==> config.mk <==
export PLATFORM = sky130hd
export DESIGN_NAME = sh4_exu_issue
export DESIGN_NICKNAME = d
export VERILOG_FILES = /design/src/rtl/sh4_exu_issue.sv
export SDC_FILE = /design/constraint.sdc
export NUM_CORES = 1
export LEC_CHECK = 0
export CAP_MARGIN = 30
export CELL_PAD_IN_SITES_DETAIL_PLACEMENT = 1
export CELL_PAD_IN_SITES_GLOBAL_PLACEMENT = 1
export CORE_ASPECT_RATIO = 0.8
export CORE_UTILIZATION = 39
export CTS_CLUSTER_DIAMETER = 30
export CTS_CLUSTER_SIZE = 12
export DETAILED_ROUTE_END_ITERATION = 16
export GPL_ROUTABILITY_DRIVEN = 1
export PLACE_DENSITY_LB_ADDON = 0.1
export SLEW_MARGIN = 20
export SYNTH_ARGS = -nofsm -noshare
export SYNTH_HDL_FRONTEND = slang
export SYNTH_SLANG_ARGS = --single-unit
export TNS_END_PERCENT = 100
==> constraint.sdc <==
create_clock -name clk -period 5.1 [get_ports clk]
set_input_delay 0.765 -clock clk [delete_from_list [all_inputs] [get_ports clk]]
set_output_delay 0.765 -clock clk [all_outputs]
set_load 0.1 [all_outputs]
==> src/rtl/sh4_exu_issue.sv <==
// Issue/commit controller for the sh4_exu datapath: 2-entry instruction queue with
// register-file write bypass, write-port arbitration (EXU vs load writeback), and M/Q/S/T flags.
module sh4_exu_issue #(
  parameter int DEPTH = 2
) (
  input  logic        clk,
  input  logic        rst,
  input  logic        iss_valid,
  output logic        iss_ready,
  input  logic [15:0] iss_raw,
  input  logic [31:0] iss_opl,
  input  logic [31:0] iss_oph,
  input  logic [4:0]  iss_srcl,
  input  logic [4:0]  iss_srch,
  output logic        exu_valid,
  output logic [15:0] exu_raw,
  output logic [31:0] exu_opl,
  output logic [31:0] exu_oph,
  output logic [3:0]  exu_flags,
  input  logic [3:0]  exu_out_flags,
  input  logic        exu_wen,
  input  logic [3:0]  exu_wdst,
  input  logic [31:0] exu_wdata,
  input  logic        lsu_valid,
  output logic        lsu_ready,
  input  logic [3:0]  lsu_dst,
  input  logic [31:0] lsu_data,
  output logic        rf_wen,
  output logic [3:0]  rf_wdst,
  output logic [31:0] rf_wdata,
  input  logic        sr_wen,
  input  logic [3:0]  sr_wdata,
  output logic [3:0]  sr_flags
);

  // Handshakes: a transfer happens on the rising edge where valid && ready are both high.
  // iss_ready comes from the registered count only; lsu_ready is the same-cycle write grant.
  localparam logic [1:0] FULL = 2'(DEPTH);

  logic [1:0]  count_q, count_d;
  logic        pri_q, pri_d;
  logic [3:0]  flags_q, flags_d;
  logic        blk_q, blk_d;
  logic [15:0] raw_q  [2];
  logic [15:0] raw_d  [2];
  logic [31:0] opl_q  [2];
  logic [31:0] opl_d  [2];
  logic [31:0] oph_q  [2];
  logic [31:0] oph_d  [2];
  logic [4:0]  srcl_q [2];
  logic [4:0]  srcl_d [2];
  logic [4:0]  srch_q [2];
  logic [4:0]  srch_d [2];
  logic [31:0] byp_opl [2];
  logic [31:0] byp_oph [2];

  logic        exu_req;
  logic        grant_ok;
  logic        lsu_gnt;
  logic        exu_gnt;
  logic        commit;
  logic        enq;
  logic        pos;
  logic [31:0] in_opl;
  logic [31:0] in_oph;

  function automatic logic [31:0] fwd(input logic [4:0] src, input logic [31:0] val,
                                      input logic wen, input logic [3:0] dst,
                                      input logic [31:0] data);
    return (wen && src[4] && (src[3:0] == dst)) ? data : val;
  endfunction

  assign iss_ready = (count_q != FULL);
  assign exu_valid = (count_q != 2'd0);
  assign exu_raw   = raw_q[0];
  assign exu_opl   = opl_q[0];
  assign exu_oph   = oph_q[0];
  assign exu_flags = flags_q;
  assign sr_flags  = flags_q;

  // Grants are suppressed during reset and the cycle after, so no stale write escapes a flush.
  always_comb begin
    exu_req  = exu_valid && exu_wen;
    grant_ok = !rst && !blk_q;
    lsu_gnt  = grant_ok && lsu_valid && (!exu_req || pri_q);
    exu_gnt  = grant_ok && exu_req && !lsu_gnt;
    commit   = exu_valid && (!exu_wen || exu_gnt);
    lsu_ready = lsu_gnt;
    rf_wen    = lsu_gnt || exu_gnt;
    rf_wdst   = lsu_gnt ? lsu_dst  : exu_wdst;
    rf_wdata  = lsu_gnt ? lsu_data : exu_wdata;
    pri_d     = (grant_ok && exu_req && lsu_valid) ? !pri_q : pri_q;
    blk_d     = rst;
    flags_d   = flags_q;
    if (commit) flags_d = exu_out_flags;
    if (sr_wen) flags_d = sr_wdata;
  end

  always_comb begin
    enq    = iss_valid && iss_ready;
    pos    = (count_q == 2'd1) && !commit;
    in_opl = fwd(iss_srcl, iss_opl, rf_wen, rf_wdst, rf_wdata);
    in_oph = fwd(iss_srch, iss_oph, rf_wen, rf_wdst, rf_wdata);
    for (int i = 0; i < 2; i++) begin
      byp_opl[i] = fwd(srcl_q[i], opl_q[i], rf_wen, rf_wdst, rf_wdata);
      byp_oph[i] = fwd(srch_q[i], oph_q[i], rf_wen, rf_wdst, rf_wdata);
      raw_d[i]   = raw_q[i];
      opl_d[i]   = byp_opl[i];
      oph_d[i]   = byp_oph[i];
      srcl_d[i]  = srcl_q[i];
      srch_d[i]  = srch_q[i];
    end
    // The departing head is not bypassed; the second entry shifts forward with its bypass.
    if (commit) begin
      raw_d[0]  = raw_q[1];
      opl_d[0]  = byp_opl[1];
      oph_d[0]  = byp_oph[1];
      srcl_d[0] = srcl_q[1];
      srch_d[0] = srch_q[1];
    end
    if (enq) begin
      raw_d[pos]  = iss_raw;
      opl_d[pos]  = in_opl;
      oph_d[pos]  = in_oph;
      srcl_d[pos] = iss_srcl;
      srch_d[pos] = iss_srch;
    end
    case ({enq, commit})
      2'b10:   count_d = count_q + 2'd1;
      2'b01:   count_d = count_q - 2'd1;
      default: count_d = count_q;
    endcase
  end

  always_ff @(posedge clk) begin
    if (rst) begin
      count_q <= 2'd0;
      pri_q   <= 1'b0;
      flags_q <= 4'b0000;
    end else begin
      count_q <= count_d;
      pri_q   <= pri_d;
      flags_q <= flags_d;
    end
    blk_q <= blk_d;
    for (int i = 0; i < 2; i++) begin
      raw_q[i]  <= raw_d[i];
      opl_q[i]  <= opl_d[i];
      oph_q[i]  <= oph_d[i];
      srcl_q[i] <= srcl_d[i];
      srch_q[i] <= srch_d[i];
    end
  end

endmodule
==> run metrics <==
unrepaired setup endpoints after global routing=false; flops & latches, synth=188; fill cell count=3134; Worst R2R Setup Slack=1.25 ns; crit-path cells=clkdlybuf4s50_1, or3b_1, nand2_2, buf_4, mux2i_1, inv_1, buf_4; Tmin final=4.28 ns; peak supply drop=0.381 mV; asr flop ratio synth=0; CTS sink count=188; routed len/inst=22.8 um; Synth Area per Inst=8.96 um2; RR Startpoint=count_q[0]; min-delay src=raw_q[0][4]; Post-synth EDFFs=26; Highest Clock Rate=234 MHz; Placeable Area=0.0275 mm2; TritonRoute pass-1 iters=5; combinational share of power=0.595; status=completed; Pwr Density=672 mW/mm2; TritonCTS clock tree=yes; vias in the first global route=10800; Routed Antenna Nets=0; final core utilization=0.531; Fin Setup TNS=0 ns; Worst-path clk slew=0.08 ns; critical path class=primary input to output pin; Worst Hold Class=flop to flop; CTS Root Cell=clkbuf_16; hpwl dp=28300 um; Die ar.=0.0289 mm2; peak per-stage delay on the critical path=0.60 ns; DR vias=10300; Hold EP=raw_q[0][4]; Max-Slew Margin vs Limit=0.308; max-cap viol count=0; clock latency on the worst-skew pair=0.44 ns; Area Overhead vs Synth=32.7%; # rows=54; CP Capture Type=output pin; Hold Buf Count CTS=0; sequential share of the synthesized area=0.366; reg2reg end=oph_q[0][50]; Critical Path Most Common Cell=buf_4; Worst EP required=4.34 ns; Cells after Synth=1228; Max Slew Vio Count=0; global-route usage over all layers=0.281; GR Overflow Total=0; fin nets=1596; num ports=304; mapped cell area=0.0110 mm2; routed wire length=40800 um; Net Count, Synth=1408; sw frac=0.533; total CTS buffers=17; setup violators final=0; RePlAce Congestion=0.855; Clock Tree Buf Depth=2; WHS Path Cells=2; Worst setup SP type=primary input; Reg power frac=0.262; worst-margin pin slew=1.03 ns; CP max FO=19; final instance area=0.0146 mm2; R2R depth=10; Crit-path slowest cell=or3b_1; first-pass GRT wire length=63600 um; # resized after CTS=0; setup repair bufs after CTS=0; ys flop type=dfxtp_1; most frequent cells in the layout=clkdlybuf4s50_1 (265), mux2i_1 (179), dfxtp_1 (162); placed cell area=0.0140 mm2; port bufs=303; final hold violations=0; Starting Density=0.400; drt drc=0; htree depth=4; crit share post-route=0.839; sw power=5.24 mW; Via density=5.75; Starting DRT DRC Count=692; Cell Int Power=4.58 mW; most common cell after layout, fill and taps aside=clkdlybuf4s50_1; YS warnings=0; worst clock skew=0.0114 ns; antenna violations before repair=1; worst hold slack=0.471 ns; largest net degree at the start of global routing=50; CP arrival=3.51 ns; Die X=190 um; antenna cell count=0; synth unique cells=54; LEAKAGE=5.88 nW; Clock power frac=0.143; fraction of layout cells with a size suffix above 1=0.122; Chip Height=152 um
cell families after synthesis:
group | Yosys count | synth area share
compound gates | 304 | 0.203
xor+xnor | 9 | 0.00716
fa+ha+maj | 4 | 0.00455
buf+inv | 241 | 0.124
flops | 188 | 0.366
mux | 180 | 0.164
simple gates | 302 | 0.132
layout make-up:
| cell class | instances | area (um2) | area share |
|---|---|---|---|
| clock buffers | 21 | 462 | 0.0316 |
| inverters | 52 | 196 | 0.0134 |
| flip-flops and latches | 188 | 4020 | 0.275 |
| multi-input cells | 799 | 5720 | 0.392 |
| well taps | 364 | 455 | 0.0312 |
| repair buffers | 358 | 3620 | 0.248 |
| clock inverters | 11 | 130 | 0.00891 |
power by group through the flow:
stage | Clock (mW) | Combinational (mW) | Sequential (mW)
after floorplan | 0 | 4.69 | 2.47
after global placement | 0 | 5.63 | 2.57
after detailed placement | 0 | 5.80 | 2.59
after CTS | 1.43 | 5.83 | 2.57
after global routing | 1.48 | 6.12 | 2.64
final | 1.40 | 5.84 | 2.57
per-layer routing:
layer  up-vias  global-route usage  share of wire
li1       4828                   -              -
met1      5090               0.390           0.47
met2       352               0.450           0.46
met3        32              0.0511          0.060
met4         0              0.0622          0.013
met5         -                   0              0
cells in the mapped netlist (10+ instances only):
cell,number,share of area
o211ai_1,54,0.037
nand4_1,13,0.0074
clkbuf_1,56,0.019
a211oi_2,10,0.011
nor2_1,36,0.012
o221ai_1,52,0.041
a21oi_1,21,0.0095
dfxtp_1,162,0.29
and3_1,12,0.0068
inv_1,51,0.017
buf_4,92,0.063
nand2_1,138,0.047
buf_2,26,0.012
a31oi_1,88,0.050
edfxtp_1,26,0.071
nand3_1,36,0.016
nor3_1,37,0.017
mux2i_1,179,0.16
o21ai_0,39,0.018
buf_6,11,0.011
a221oi_2,10,0.014
worst max-delay path by stage:
stage	startpoint	end	slack, ns	cells after the start
after floorplan	rst	oph_q[0][53]	1.40	11
after global placement	rst	oph_q[0][55]	0.78	10
after detailed placement	rst	oph_q[0][50]	0.66	10
after CTS	exu_wen	rf_wdata[29]	0.82	7
after global routing	exu_wen	rf_wdata[19]	0.68	7
final	exu_wen	rf_wdata[29]	0.82	7
critical path, delay by kind of cell:
family / cells / cell delay [ns]
buf+inv: 4 / 1.45
mux: 1 / 0.48
simple gates: 2 / 0.78
metrics by stage:
step | total power, mW | cells | setup WS (ns)
finish | 9.82 | 1793 | 0.821
global route | 10.2 | 1793 | 0.678
CTS | 9.82 | 1792 | 0.824
detailed placement | 8.39 | 1760 | 0.665
global placement | 8.21 | 1757 | 0.785
floorplan | 7.16 | 1228 | 1.40
Note: power is estimated with default switching activity, not from simulation.
